## config.mk

```make
export PLATFORM = sky130hd
export DESIGN_NAME = dadda_arb
export DESIGN_NICKNAME = d
export VERILOG_FILES = /design/src/rtl/dadda_pkg.sv /design/src/rtl/dadda.sv /design/src/rtl/rr_grant4.sv /design/src/rtl/dadda_arb.sv
export SDC_FILE = /design/constraint.sdc
export NUM_CORES = 1
export LEC_CHECK = 0
export CORE_ASPECT_RATIO = 2
export CORE_MARGIN = 3
export CORE_UTILIZATION = 40
export DETAILED_ROUTE_END_ITERATION = 8
export GPL_ROUTABILITY_DRIVEN = 0
export HOLD_SLACK_MARGIN = 0.03
export PLACE_DENSITY = 0.7
export SYNTH_ARGS = -nofsm -noshare
export SYNTH_HDL_FRONTEND = slang
export SYNTH_HIERARCHICAL = 1
export SYNTH_SLANG_ARGS = --single-unit
```

## constraint.sdc

```tcl
create_clock -name clk -period 5 [get_ports clk]
set_input_delay 0.5 -clock clk [delete_from_list [all_inputs] [get_ports clk]]
set_output_delay 0.5 -clock clk [all_outputs]
set_load 0.01 [all_outputs]
```

## src/rtl/dadda_pkg.sv

```systemverilog
// Shared types and widths for the arbitrated 4x4 Dadda multiplier.
package dadda_pkg;

  localparam int NREQ   = 4;
  localparam int OP_W   = 4;
  localparam int PROD_W = 8;

  typedef enum logic [1:0] {
    IDLE = 2'd0,
    MUL  = 2'd1,
    RESP = 2'd2
  } state_e;

endpackage

```

## src/rtl/dadda.sv

```systemverilog
// Unsigned 4x4 Dadda multiplier: two reduction stages (heights 3, then 2) and a final adder.
module dadda
  import dadda_pkg::*;
(
  input  logic [OP_W-1:0]   a,
  input  logic [OP_W-1:0]   b,
  output logic [PROD_W-1:0] p
);

  // pp[i][j] has weight i+j
  logic [3:0] pp [0:3];
  logic s1, c1, s2, c2, s3, c3, s4, c4, s5, c5, s6, c6;
  logic [PROD_W-1:0] row_x, row_y;

  always_comb begin
    for (int i = 0; i < 4; i++) begin
      for (int j = 0; j < 4; j++) begin
        pp[i][j] = a[j] & b[i];
      end
    end
  end

  assign {c1, s1} = {1'b0, pp[0][3]} + {1'b0, pp[1][2]};
  assign {c2, s2} = {1'b0, pp[1][3]} + {1'b0, pp[2][2]};

  assign {c3, s3} = {1'b0, pp[0][2]} + {1'b0, pp[1][1]};
  assign {c4, s4} = {1'b0, s1} + {1'b0, pp[2][1]} + {1'b0, pp[3][0]};
  assign {c5, s5} = {1'b0, s2} + {1'b0, pp[3][1]} + {1'b0, c1};
  assign {c6, s6} = {1'b0, pp[2][3]} + {1'b0, pp[3][2]} + {1'b0, c2};

  assign row_x = {1'b0, pp[3][3], s6, s5, s4, s3, pp[0][1], pp[0][0]};
  assign row_y = {1'b0, c6, c5, c4, c3, pp[2][0], pp[1][0], 1'b0};
  assign p     = row_x + row_y;

endmodule

```

## src/rtl/rr_grant4.sv

```systemverilog
// Four-way round-robin winner search starting at ptr and wrapping mod 4.
module rr_grant4
  import dadda_pkg::*;
(
  input  logic [3:0] req,
  input  logic [1:0] ptr,
  output logic [3:0] gnt,
  output logic [1:0] gnt_id
);

  logic [1:0] idx;
  logic       found;

  always_comb begin
    gnt    = '0;
    gnt_id = '0;
    found  = 1'b0;
    idx    = '0;
    for (int k = 0; k < NREQ; k++) begin
      idx = ptr + 2'(k);
      if (!found && req[idx]) begin
        gnt[idx] = 1'b1;
        gnt_id   = idx;
        found    = 1'b1;
      end
    end
  end

endmodule

```

## src/rtl/dadda_arb.sv

```systemverilog
// Round-robin arbiter feeding a shared 4x4 Dadda multiplier with a valid/ready response port.
module dadda_arb #(
  parameter int NREQ  = 4,
  parameter int CNT_W = 16
) (
  input  logic              clk,
  input  logic              rst,
  input  logic [NREQ-1:0]   req_valid,
  input  logic [4*NREQ-1:0] req_a,
  input  logic [4*NREQ-1:0] req_b,
  output logic [NREQ-1:0]   req_ready,
  output logic              resp_valid,
  output logic [1:0]        resp_id,
  output logic [7:0]        resp_p,
  input  logic              resp_ready,
  output logic              busy,
  output logic [CNT_W-1:0]  done_cnt
);

  import dadda_pkg::*;

  state_e              state_q, state_d;
  logic [1:0]          ptr_q, ptr_d;
  logic [OP_W-1:0]     op_a_q, op_a_d;
  logic [OP_W-1:0]     op_b_q, op_b_d;
  logic [1:0]          op_id_q, op_id_d;
  logic                resp_valid_q, resp_valid_d;
  logic [1:0]          resp_id_q, resp_id_d;
  logic [PROD_W-1:0]   resp_p_q, resp_p_d;
  logic [CNT_W-1:0]    done_cnt_q, done_cnt_d;
  logic                busy_q, busy_d;

  logic [3:0]          gnt;
  logic [1:0]          gnt_id;
  logic [PROD_W-1:0]   prod;

  rr_grant4 u_rr (
    .req    (req_valid),
    .ptr    (ptr_q),
    .gnt    (gnt),
    .gnt_id (gnt_id)
  );

  dadda u_mul (
    .a (op_a_q),
    .b (op_b_q),
    .p (prod)
  );

  // Grants are only offered while idle, so at most one operation is in flight.
  assign req_ready = (state_q == IDLE) ? gnt : '0;

  always_comb begin
    state_d      = state_q;
    ptr_d        = ptr_q;
    op_a_d       = op_a_q;
    op_b_d       = op_b_q;
    op_id_d      = op_id_q;
    resp_valid_d = resp_valid_q;
    resp_id_d    = resp_id_q;
    resp_p_d     = resp_p_q;
    done_cnt_d   = done_cnt_q;
    case (state_q)
      IDLE: begin
        if (|req_ready) begin
          state_d = MUL;
          op_a_d  = req_a[{gnt_id, 2'b00} +: OP_W];
          op_b_d  = req_b[{gnt_id, 2'b00} +: OP_W];
          op_id_d = gnt_id;
        end
      end
      MUL: begin
        resp_p_d     = prod;
        resp_id_d    = op_id_q;
        resp_valid_d = 1'b1;
        state_d      = RESP;
      end
      RESP: begin
        // Pointer moves past the served requester only once the response is consumed.
        if (resp_valid_q && resp_ready) begin
          resp_valid_d = 1'b0;
          state_d      = IDLE;
          ptr_d        = op_id_q + 2'd1;
          done_cnt_d   = done_cnt_q + CNT_W'(1);
        end
      end
      default: state_d = IDLE;
    endcase
    busy_d = (state_d != IDLE);
  end

  always_ff @(posedge clk or posedge rst) begin
    if (rst) begin
      state_q      <= IDLE;
      ptr_q        <= '0;
      op_a_q       <= '0;
      op_b_q       <= '0;
      op_id_q      <= '0;
      resp_valid_q <= 1'b0;
      resp_id_q    <= '0;
      resp_p_q     <= '0;
      done_cnt_q   <= '0;
      busy_q       <= 1'b0;
    end else begin
      state_q      <= state_d;
      ptr_q        <= ptr_d;
      op_a_q       <= op_a_d;
      op_b_q       <= op_b_d;
      op_id_q      <= op_id_d;
      resp_valid_q <= resp_valid_d;
      resp_id_q    <= resp_id_d;
      resp_p_q     <= resp_p_d;
      done_cnt_q   <= done_cnt_d;
      busy_q       <= busy_d;
    end
  end

  assign resp_valid = resp_valid_q;
  assign resp_id    = resp_id_q;
  assign resp_p     = resp_p_q;
  assign done_cnt   = done_cnt_q;
  assign busy       = busy_q;

endmodule

```

# After elaboration in Yosys (flattened, before gate mapping)
# Cells that the tools add are included.
dict set report word_totals {
  regBits 42
  latch_bits 0
  mem_bits_rw 0
  romBits 0
  in_bits 39
  mem_count 0
}
dict set report op_classes {
  add_sub_neg 15
  multipliers 0
  div 0
  n_lt_le_gt_ge 8
  eq_ne 3
  shifts 2
  n_mux 33
  bitwise 19
  n_reduce_logical 18
}
# cell n
set op_table {}
lappend op_table {{16-bit by 5-bit indexed part select with 4-bit output} 2}
lappend op_table {{4-bit two-way mux} 5}
lappend op_table {{16-bit by 1-bit adder with 16-bit output (second input constant)} 1}
lappend op_table {{1-bit AND} 16}
lappend op_table {{1-bit by 1-bit adder with 2-bit output} 6}
lappend op_table {{2-bit by 3-bit < comparator with 1-bit output (second input constant)} 4}
lappend op_table {{1-bit two-way mux} 12}
lappend op_table {{2-bit two-way mux} 6}
lappend op_table {{4-bit OR} 3}
lappend op_table {{7-bit by 7-bit adder with 8-bit output} 1}
lappend op_table {{1-bit binary-select mux with 2-bit select} 4}
lappend op_table {{1-bit demux with 2-bit select} 4}
lappend op_table {{2-bit by 1-bit >= comparator with 1-bit output (second input constant)} 4}
lappend op_table {{1-bit logical AND} 8}
lappend op_table {{2-bit by 1-bit adder with 2-bit output} 3}
lappend op_table {{2-bit one-hot mux with 3 select lines} 1}
lappend op_table {{2-bit AND reduction} 3}
lappend op_table {{2-bit by 1-bit adder with 2-bit output (second input constant)} 2}
lappend op_table {{2-bit adder (second input constant)} 2}
lappend op_table {{2-bit nonzero test} 2}
lappend op_table {{4-bit OR reduction} 1}
lappend op_table {{1-bit logical NOT} 3}
lappend op_table {{2-bit by 1-bit == test with 1-bit output (second input constant)} 1}
lappend op_table {{2-bit == test (second input constant)} 1}
lappend op_table {{3 further kinds} 3}

# Depth between registers and ports, before layout
# Gate-level depths: netlist (run 1).
dict set report logic_depth {
  word_depth 17
  depth_mapped 12
  mapped_depth_nobuf 11
}

# Cells and area by module
# Netlist (run 1), hierarchy kept.
# module n_inst cells_per_inst area_each_um2 seq_area_each_um2
set modules_own_cells {}
lappend modules_own_cells {dadda_arb 1 135 1901.8 1051.0}
lappend modules_own_cells {rr_grant4 1 65 489.2 0.0}
lappend modules_own_cells {dadda 1 57 459.2 0.0}

# Least setup slack after synthesis (run 1)
# Ideal clock, no wire load.
dict set report synth_timing {
  path_type {register to register}
  start {register ptr_q[0]}
  end {register op_a_q[0]}
  t_arrival_ps 2962
  t_required_ps 4875
  path_slack_ps 1914
  path_stages_with_launch 13
  n_path_buf 3
  path_cell_list {dfrtp_1 -> buf_6 -> buf_2 -> inv_1 -> ha_1 -> mux4_2 -> or2_4 -> nor2b_4 -> a221o_2 -> nor4_1 -> nor3_1 -> buf_2 -> mux2_2}
}
dict set report synth_via {
  elab_chain_len 15
  elab_cells_between_ends 55
  classes_between {add/sub (3); order compare (8); shift (1); mux (28); bitwise (3); reduce/logical (12)}
}
# item line_no
set synth_rtl {}
lappend synth_rtl {{from (decl)} dadda_arb.sv:23} ;# logic [1:0] ptr_q, ptr_d;
lappend synth_rtl {{from (signal assigned)} dadda_arb.sv:106} ;# ptr_q <= ptr_d;
lappend synth_rtl {{branches (longest 11 deep; another with 2-bit by 3-bit < comparator with 1-bit output)} n/a}
lappend synth_rtl {{4-bit two-way mux *} rr_grant4.sv:21} ;# if (!found && req[idx]) begin
lappend synth_rtl {{net gnt[1]} dadda_arb.sv:33} ;# logic [3:0] gnt;
lappend synth_rtl {{4-bit two-way mux *} dadda_arb.sv:51} ;# assign req_ready = (state_q == IDLE) ? gnt : '0;
lappend synth_rtl {{4-bit OR reduction *} dadda_arb.sv:65} ;# if (|req_ready) begin
lappend synth_rtl {{2-bit AND reduction (no line) *} n/a}
lappend synth_rtl {{to (signal assigned)} dadda_arb.sv:107} ;# op_a_q <= op_a_d;
lappend synth_rtl {{to (decl)} dadda_arb.sv:24} ;# logic [OP_W-1:0] op_a_q, op_a_d;
# Mark *: on every way through the listed nets, which the timed path passes. The select of a mux whose other input is x is not followed.
# A chain may end at the register's enable or synchronous reset.

# Worst setup path after layout (run 1)
dict set report layout_timing {
  start {register ptr_q[0]}
  end {output port req_ready[2]}
}
dict set report layout_via {
  elab_chain_len 13
  elab_cells_between_ends 48
  classes_between {add/sub (3); order compare (8); mux (24); bitwise (3); reduce/logical (10)}
}
# item line_no
set layout_rtl {}
lappend layout_rtl {{branches (longest 11 deep; another with 2-bit by 3-bit < comparator with 1-bit output)} n/a}
lappend layout_rtl {{4-bit two-way mux *} rr_grant4.sv:21}
lappend layout_rtl {{net gnt[2]} dadda_arb.sv:33}
lappend layout_rtl {{4-bit two-way mux *} dadda_arb.sv:51}
lappend layout_rtl {{to (decl)} dadda_arb.sv:11} ;# output logic [NREQ-1:0] req_ready,
# Marked as above.

==> metrics, run 1 <==
Post-DRT Antenna Nets=0; clock skew after layout=4.267 ps; NetSw=902.2 µW; status=completed; utilization after layout=55.56%; crit path from=ptr_q[0]$_DFFE_PP0P_; Die Area=8236 µm²; Clock power frac=14.0%; Post-CTS Setup Inserts=0; Max IR drop VDD=0.0003229 V; Seq/Total Area, Yosys=36.87%; cell area after layout=3766 µm²; worst slew pin tran=954.0 ps; Mean Syn Cell Area=11.09 µm²; initial antenna violation count=0; final net count=383; Max Slew Vio Count=0; CP Launch Type=flip-flop; Leak Pwr=0.001616 µW; Post-synth EDFFs=0; CTS tree=built; TritonCTS Buffers=5; # H-tree levels=2; combinational share of power=60.4%; element type at the critical path end=output port; Power Total=2342 µW; clock sinks=42; num ports=71; HP Class=flip-flop to flip-flop; TritonRoute pass-1 iters=6; vias in the first global route=2274; CTS resizes=0; core footprint=6779 µm²; WS Path Type=flip-flop to output port; setup total negative slack=0 ps; CP Max Fanout=19; area grow syn2layout=32.13%; sequential share of power=25.6%; initial drt markers=75; largest net degree at the start of global routing=43; count of cell types in the netlist=49; RSZ-0062 raised after global routing=no; most common cell after layout, fill and taps aside=clkdlybuf4s50_1; Min-Delay Startpoint=done_cnt[15]$_DFFE_PP0P_; pwr/cell area=621.8 nW/µm²; minimum clock period=3833 ps; HPWL Detailed=4968 µm; routed len/inst=14.96 µm; most frequent cells in the layout=clkdlybuf4s50_1 (70), dfrtp_1 (42), nand2_1 (25); Worst EP required=4500 ps; final setup vio count=0; initial cell density of the core=42.05%; # hold bufs at CTS=0; Via density=5.188; Total GRT Usage=16.46%; first-pass GRT wire length=10540 µm; Switching Fraction=38.53%; ys flop type=dfrtp_1; Final Hold Fails=0; I/O Buffers=70; clk buf depth=2; Placed Area=3616 µm²; Worst slew margin=36.10%; Cells after Synth=257; crit path to=req_ready[2]; die width=65.69 µm; die span in y=125.4 µm; worst r2r src=ptr_q[0]$_DFFE_PP0P_; maxcap violations=0; Post-Syn Area=2850 µm²; r2r setup slk=1430 ps; via count=2148; clock root cell=clkbuf_16; Arr. time, crit path=3330 ps; f_max=260.9 MHz; path depth of the worst reg2reg path=7; Clock transition at path regs=60 ps; total grt overflow=0; # rows=42; Post-Syn Nets=315; ANT cells=0; ys async rst share=100.0%; RR Endpoint=op_a_q[1]$_DFFE_PP0P_; drt total wl=6193 µm; clock network latency to the later pin of the worst-skew pair=290 ps; DRC viols=0; period utilization=76.66%; Ys Warns=6; Synth Register Bits=42; Cell Int Power=1440 µW; share of cells above drive strength 1=17.48%
==> critical path: stages (launching register included) <==
cell and delay [ps]:
dfrtp_1 730, inv_1 170, ha_1 430, mux4_2 420
or2_4 300, nor2b_4 150, a221o_2 170, and2_1 120
clkdlybuf4s50_1 550
==> state kept, by name (all words and copies together), names as in the netlist <==
signal / cells
resp_id: 2
op_b_q: 4
state_q: 2
ptr_q: 2
done_cnt: 16
op_id_q: 2
busy: 1
op_a_q: 4
resp_p: 8
resp_valid: 1
==> synthesized netlist by cell type, types with 2 or more instances <==
master    instances  area (µm²)
nand2_1          25       93.84
xnor2_1          17       148.9
inv_1            15       56.30
dfrtp_1          42        1051
a21o_1            3       22.52
fa_1              4       80.08
o21ai_0          12       60.06
and4_1            2       17.52
o21bai_1          2       15.01
a21oi_1           3       15.01
nor2_1            6       22.52
nand3_1           5       25.02
or2_2             2       12.51
a31oi_1           2       12.51
mux2i_1           2       20.02
nor2b_4           2       27.53
and2_1           17       106.4
buf_2             6       30.03
xor2_1            2       17.52
ha_1             15       187.7
nor3_4            2       32.53
mux4_2           11       247.7
nor3b_1           2       15.01
a221o_2           4       45.04
nand2b_1          3       18.77
clkbuf_2          3       15.01
nor3_1            2       10.01
mux2_2           20       225.2
nand4_1           4       25.02
nor2b_1           2       12.51
and3b_1           2       17.52
==> cell type report <==
| cell class | count | area, µm² |
|---|---|---|
| inverter | 15 | 56.30 |
| tap | 88 | 110.1 |
| sequential | 42 | 1051 |
| fill | 596 | 3013 |
| clock buffer | 5 | 125.1 |
| clock inverter | 3 | 25.02 |
| timing repair buffer | 72 | 715.7 |
| multi-input combinational | 189 | 1683 |
==> worst min path at each step <==
stage | end | cells past startpoint | slack (ps)
final | done_cnt[15]$_DFFE_PP0P_ | 1 | 480
after floorplan | ptr_q[0]$_DFFE_PP0P_ | 1 | 490
after CTS | done_cnt[15]$_DFFE_PP0P_ | 1 | 490
after detailed placement | done_cnt[15]$_DFFE_PP0P_ | 1 | 470
after global routing | done_cnt[11]$_DFFE_PP0P_ | 1 | 510
after global placement | done_cnt[15]$_DFFE_PP0P_ | 1 | 460
==> kinds of logic (layout without fill, tap and decap cells) <==
group | count (synthesis) | count (layout) | synth area share, %
AOI/OAI and AO/OA | 36 | 36 | 9.131
xor gates and xnor gates | 19 | 19 | 5.838
adders and majority gates | 19 | 19 | 9.394
buffers and inverters | 26 | 95 | 4.082
DFF | 42 | 42 | 36.87
muxes | 33 | 33 | 17.30
and+or+nand+nor | 82 | 82 | 17.38
==> metal layers <==
layer	up-vias	global-route usage, %	part of all wire (%)
met4	0	7.946	2.9
met5	-	0	0
met1	1029	15.90	35
li1	1046	-	-
met3	10	2.334	3.6
met2	63	31.95	58
==> metrics by stage <==
step,hold WS (ps),cells,setup WS (ps)
3_5_place_dp,473.6,406,1414
2_1_floorplan,493.1,257,1914
4_1_cts,486.5,414,1147
5_1_grt,513.6,414,966.4
6_report,481.8,414,1167
3_3_place_gp,463.2,406,1485
==> power groups by stage <==
stage | clock, µW | sequential (µW) | combinational [µW]
after global placement | 0 | 607 | 1400
after detailed placement | 0 | 609 | 1430
final | 328 | 600 | 1410
after global routing | 354 | 624 | 1570
after floorplan | 0 | 579 | 1070
after CTS | 339 | 603 | 1430
Power figures use the tool's default switching activity.
==> run 2, diff against run 1 <==
clock period = 3.8 ns   (was 5 ns; I/O delays follow)
==> metrics, run 2 (same netlist as run 1, synthesis figures left out) <==
minimum clock period=3227 ps; Reg area=1051 µm² (unchanged); worst r2r src=ptr_q[0]$_DFFE_PP0P_; f_max=309.9 MHz; Clock transition at path regs=60 ps (about the same); Placed Cells=409 (+0.74%); # rows=42 (unchanged); element type at the critical path end=output port; drt total wl=6077 µm (-1.9%); # H-tree levels=2 (unchanged); max reg flops=16 (unchanged); ANT cells=0 (unchanged); non-filler cells, final=417 (+0.72%); share of cells above drive strength 1=18.24% (+0.75 points); clock sinks=42 (unchanged); final net count=386 (+0.78%); Fillers=593 (-0.50%); CTS tree=built; Arr. time, crit path=2850 ps (-480 ps); Max Slew Vio Count=0 (unchanged); initial cell density of the core=42.05% (unchanged); final setup vio count=0 (unchanged); area of the multi-input gates=1683 µm² (unchanged); r2r setup slk=860 ps (-570 ps); # hold bufs at CTS=0 (unchanged); hold slack=467.5 ps (-14.28 ps); crit path to=req_ready[3]; final setup margin=572.8 ps (-594.0 ps); crit path from=req_valid[1]; num ports=71 (unchanged); RR Endpoint=op_b_q[1]$_DFFE_PP0P_; period utilization=84.93%; TritonRoute pass-1 iters=4 (-2); Max IR drop VDD=0.0004059 V (+26%); Post-CTS Setup Inserts=0 (unchanged); status=completed; die span in y=125.4 µm (unchanged); Min-Delay Startpoint=done_cnt[15]$_DFFE_PP0P_; clock skew after layout=2.692 ps (-1.574 ps); WS Path Type=primary input to output port; Post-Place Setup Slack=528.0 ps (-886.1 ps); most common cell after layout, fill and taps aside=clkdlybuf4s50_1; CTS resizes=0 (unchanged); worst slew pin tran=957.4 ps (+3.414 ps); via count=2196 (+2.2%); Worst EP required=3420 ps (-1080 ps); core footprint=6779 µm² (unchanged); Total GRT Usage=16.36% (-0.10 points); vias in the first global route=2348 (+3.3%); total grt overflow=0 (unchanged); Post-DRT Antenna Nets=0 (unchanged); I/O Buffers=70 (unchanged); initial antenna violation count=0 (unchanged); routed len/inst=14.57 µm (-2.6%); DRC viols=0 (unchanged); Die Area=8236 µm² (unchanged); die width=65.69 µm (unchanged); HP Class=flip-flop to flip-flop; TritonCTS Buffers=5 (unchanged); pwr/cell area=819.8 nW/µm² (+32%); initial drt markers=113 (+51%); Worst slew margin=35.88% (-0.23 points); setup total negative slack=0 ps (unchanged); first-pass GRT wire length=10670 µm (+1.2%); Power Total=3107 µW (+33%); most frequent cells in the layout=clkdlybuf4s50_1 (70), dfrtp_1 (42), nand2_1 (25); HPWL Detailed=4882 µm (-1.7%); area grow syn2layout=32.97%; maxcap violations=0 (unchanged); CP Max Fanout=11 (-8); clock root cell=clkbuf_16; clock network latency to the later pin of the worst-skew pair=280 ps (about the same); Leak Pwr=0.001634 µW (+1.1%); path depth of the worst reg2reg path=8 (+1); Final Hold Fails=0 (unchanged); RSZ-0062 raised after global routing=no; CP Launch Type=primary input; largest net degree at the start of global routing=43 (unchanged); clk buf depth=2 (unchanged); Via density=5.266 (+1.5%)
[run 2: changes by cell type in the layout (fill, tap and decap cells not counted), sizes merged]
| cell | before | now |
|---|---|---|
| inv | 16 | 15 |
| clkbuf | 5 | 6 |
| buf | 2 | 5 |
[run 2: metal layers]
metal	up-vias	share of wire [%]	global-route usage (%)
li1	1054	-	-
met1	1060	36	16.56
met2	71	58	31.24
met3	11	3.9	1.975
met4	0	2.6	7.824
met5	-	0	0
[run 2: worst min path at each step]
stage / to / slack, ps / depth (start not counted)
floorplan: ptr_q[0]$_DFFE_PP0P_ / 490 / 1
global route: done_cnt[15]$_DFFE_PP0P_ / 500 / 1
detailed placement: done_cnt[15]$_DFFE_PP0P_ / 460 / 1
CTS: done_cnt[15]$_DFFE_PP0P_ / 470 / 1
finish: done_cnt[15]$_DFFE_PP0P_ / 470 / 1
global placement: done_cnt[15]$_DFFE_PP0P_ / 460 / 1
[run 2: layout make-up]
class | instances | share of cell area [%]
multi-input cells | 189 | 44.40
flip-flops and latches | 42 | 27.73
repair buffers | 75 | 19.48
clock buffers | 6 | 3.665
well taps | 88 | 2.905
inverters | 15 | 1.486
clock inverters | 2 | 0.3301
[run 2: worst max-delay path: stages]
cell and delay, ps:
clkdlybuf4s50_1 630, nor3b_1 210, o21ai_0 100, o31ai_1 570, a221o_2 290, and2_1 120
clkdlybuf4s50_1 540
[run 2: stage by stage]
| stage | utilization (%) | instance area [µm²] |
|---|---|---|
| 5_1_grt | 55.91 | 3790 |
| 2_1_floorplan | - | 2850 |
| 6_report | 55.91 | 3790 |
| 3_5_place_dp | 53.67 | 3638 |
| 4_1_cts | 55.91 | 3790 |
| 3_3_place_gp | 53.67 | 3638 |
[run 2: where the power goes]
group | switching (µW) | internal [µW] | total [µW]
Clock | 170 | 260 | 430
Sequential | 140 | 610 | 750
Combinational | 866 | 1060 | 1930
Total | 1180 | 1930 | 3110
==> run 3, diff against run 2 <==
PLACE_DENSITY = 0.73   (was 0.7)
clock period = 2.6 ns   (was 3.8 ns; I/O delays follow)
==> metrics, run 3 (same netlist as run 1, synthesis figures left out) <==
Leak Pwr=0.001823 µW (+12%); Die Area=8236 µm² (unchanged); initial antenna violation count=0 (unchanged); area grow syn2layout=45.52%; Via density=5.277 (+0.21%); initial drt markers=86 (-24%); Placed Area=3830 µm² (+5.3%); RR Endpoint=op_b_q[0]$_DFFE_PP0P_; Total GRT Usage=17.48% (+1.1 points); final net count=413 (+7.0%); f_max=372.7 MHz; # H-tree levels=2 (unchanged); Final Hold Fails=0 (unchanged); CTS tree=built; largest net degree at the start of global routing=43 (unchanged); share of cells above drive strength 1=31.18% (+13 points); max reg flops=16 (unchanged); r2r setup slk=-80 ps (-940 ps); drt total wl=6641 µm (+9.3%); element type at the critical path end=flip-flop; Worst EP required=2770 ps (-650 ps); vias in the first global route=2498 (+6.4%); first-pass GRT wire length=11250 µm (+5.5%); clk buf depth=2 (unchanged); core footprint=6779 µm² (unchanged); path depth of the worst reg2reg path=10 (+2); maxcap violations=0 (unchanged); Worst slew margin=62.20% (+26 points); DRC viols=0 (unchanged); # rows=42 (unchanged); utilization after layout=61.18% (+5.3 points); worst r2r src=ptr_q[0]$_DFFE_PP0P_; CP Launch Type=flip-flop; most frequent cells in the layout=clkdlybuf4s50_1 (66), dfrtp_1 (41), buf_4 (26); total grt overflow=0 (unchanged); clock root cell=clkbuf_16; I/O Buffers=70 (unchanged); routed len/inst=14.96 µm (+2.6%); clock network latency to the later pin of the worst-skew pair=290 ps (about the same); status=finished, violations left; die width=65.69 µm (unchanged); Placed Cells=428 (+4.6%); period utilization=103.2%; cell area after layout=4148 µm² (+9.4%); via count=2343 (+6.7%); Post-Place Setup Slack=-420.2 ps (-948.2 ps); minimum clock period=2683 ps; worst slew pin tran=565.2 ps (-392.2 ps); Power Total=5429 µW (+75%); initial cell density of the core=42.05% (unchanged); HP Class=primary input to asynchronous set/reset pin; most common cell after layout, fill and taps aside=clkdlybuf4s50_1; TritonCTS Buffers=5 (unchanged); clock sinks=42 (unchanged); Clock transition at path regs=60 ps (about the same); Max Slew Vio Count=0 (unchanged); WS Path Type=flip-flop to flip-flop; non-filler cells, final=444 (+6.5%); final setup vio count=11 (+11); # hold bufs at CTS=0 (unchanged); Max IR drop VDD=0.0006686 V (+65%); num ports=71 (unchanged); clock skew after layout=4.013 ps (+1.321 ps); HPWL Detailed=5198 µm (+6.5%); CP Max Fanout=8 (-3); pwr/cell area=1309 nW/µm² (+60%); failing checks=setup timing; Arr. time, crit path=2850 ps (about the same); die span in y=125.4 µm (unchanged); Post-DRT Antenna Nets=0 (unchanged); ANT cells=0 (unchanged); TritonRoute pass-1 iters=5 (+1); RSZ-0062 raised after global routing=yes; final setup margin=-82.77 ps (-655.6 ps)
[run 3: cell types whose count changed in the layout (fill, tap and decap cells not counted), moves of 4 or more]
cell	before	now
buf_4	5	26
mux2_4	0	8
o21ai_0	12	6
buf_6	0	6
clkdlybuf4s50_1	70	66
mux2_2	20	12
[run 3: area by class of cell]
| type | instances | area [µm²] |
|---|---|---|
| fillers | 552 | 2631 |
| multi-input cells | 189 | 1822 |
| flip-flops and latches | 42 | 1052 |
| repair buffers | 102 | 958.4 |
| clock buffers | 5 | 125.1 |
| well taps | 88 | 110.1 |
| inverters | 15 | 58.81 |
| clock inverters | 3 | 21.27 |
[run 3: timing repair]
action | CTS | global route
pin swaps | 11 | 14
setup endpoints to repair | 16 | 17
setup buffers | 5 | 2
gates resized for setup | 39 | 18
gates cloned | 1 | 0
[run 3: worst max-delay path by stage]
stage                               from               endpoint  slack [ps]  cells after the start
floorplan           ptr_q[0]$_DFFE_PP0P_  op_a_q[0]$_DFFE_PP0P_        -290                     12
global placement            req_valid[0]  op_b_q[0]$_DFFE_PP0P_        -370                      7
detailed placement          req_valid[0]  op_b_q[0]$_DFFE_PP0P_        -420                      7
CTS                 ptr_q[0]$_DFFE_PP0P_  op_b_q[2]$_DFFE_PP0P_         -60                     11
global route        ptr_q[0]$_DFFE_PP0P_  op_a_q[0]$_DFFE_PP0P_        -190                     10
finish              ptr_q[0]$_DFFE_PP0P_  op_b_q[0]$_DFFE_PP0P_         -80                     10
[run 3: per-layer routing]
| layer | GRT usage [%] | part of all wire [%] | vias up |
|---|---|---|---|
| li1 | - | - | 1104 |
| met1 | 16.93 | 33 | 1145 |
| met2 | 34.56 | 60 | 79 |
| met3 | 2.334 | 4.1 | 15 |
| met4 | 7.213 | 2.8 | 0 |
| met5 | 0 | 0 | - |
[run 3: metrics by stage]
stage | setup TNS [ps] | hold WS [ps]
final | -755.1 | 407.3
after global placement | -4933 | 464.1
after global routing | -2170 | 466.7
after floorplan | -2621 | 456.6
after CTS | -373.0 | 440.6
after detailed placement | -5491 | 471.5
[run 3: worst max-delay path, stage by stage (launching register included)]
cell and delay [ps]:
dfrtp_2 430, buf_6 120, mux4_2 530, buf_6 160, nand2_1 80, o21ai_2 60, a221o_2 330, nor4_4 290
nor3_2 90, buf_4 180, mux2_4 300
[run 3: power breakdown]
group          internal [µW]  switching [µW]  total (µW)
Clock                    355             257         612
Combinational           2160            1550        3710
Sequential               893             214        1110
Total                   3410            2020        5430
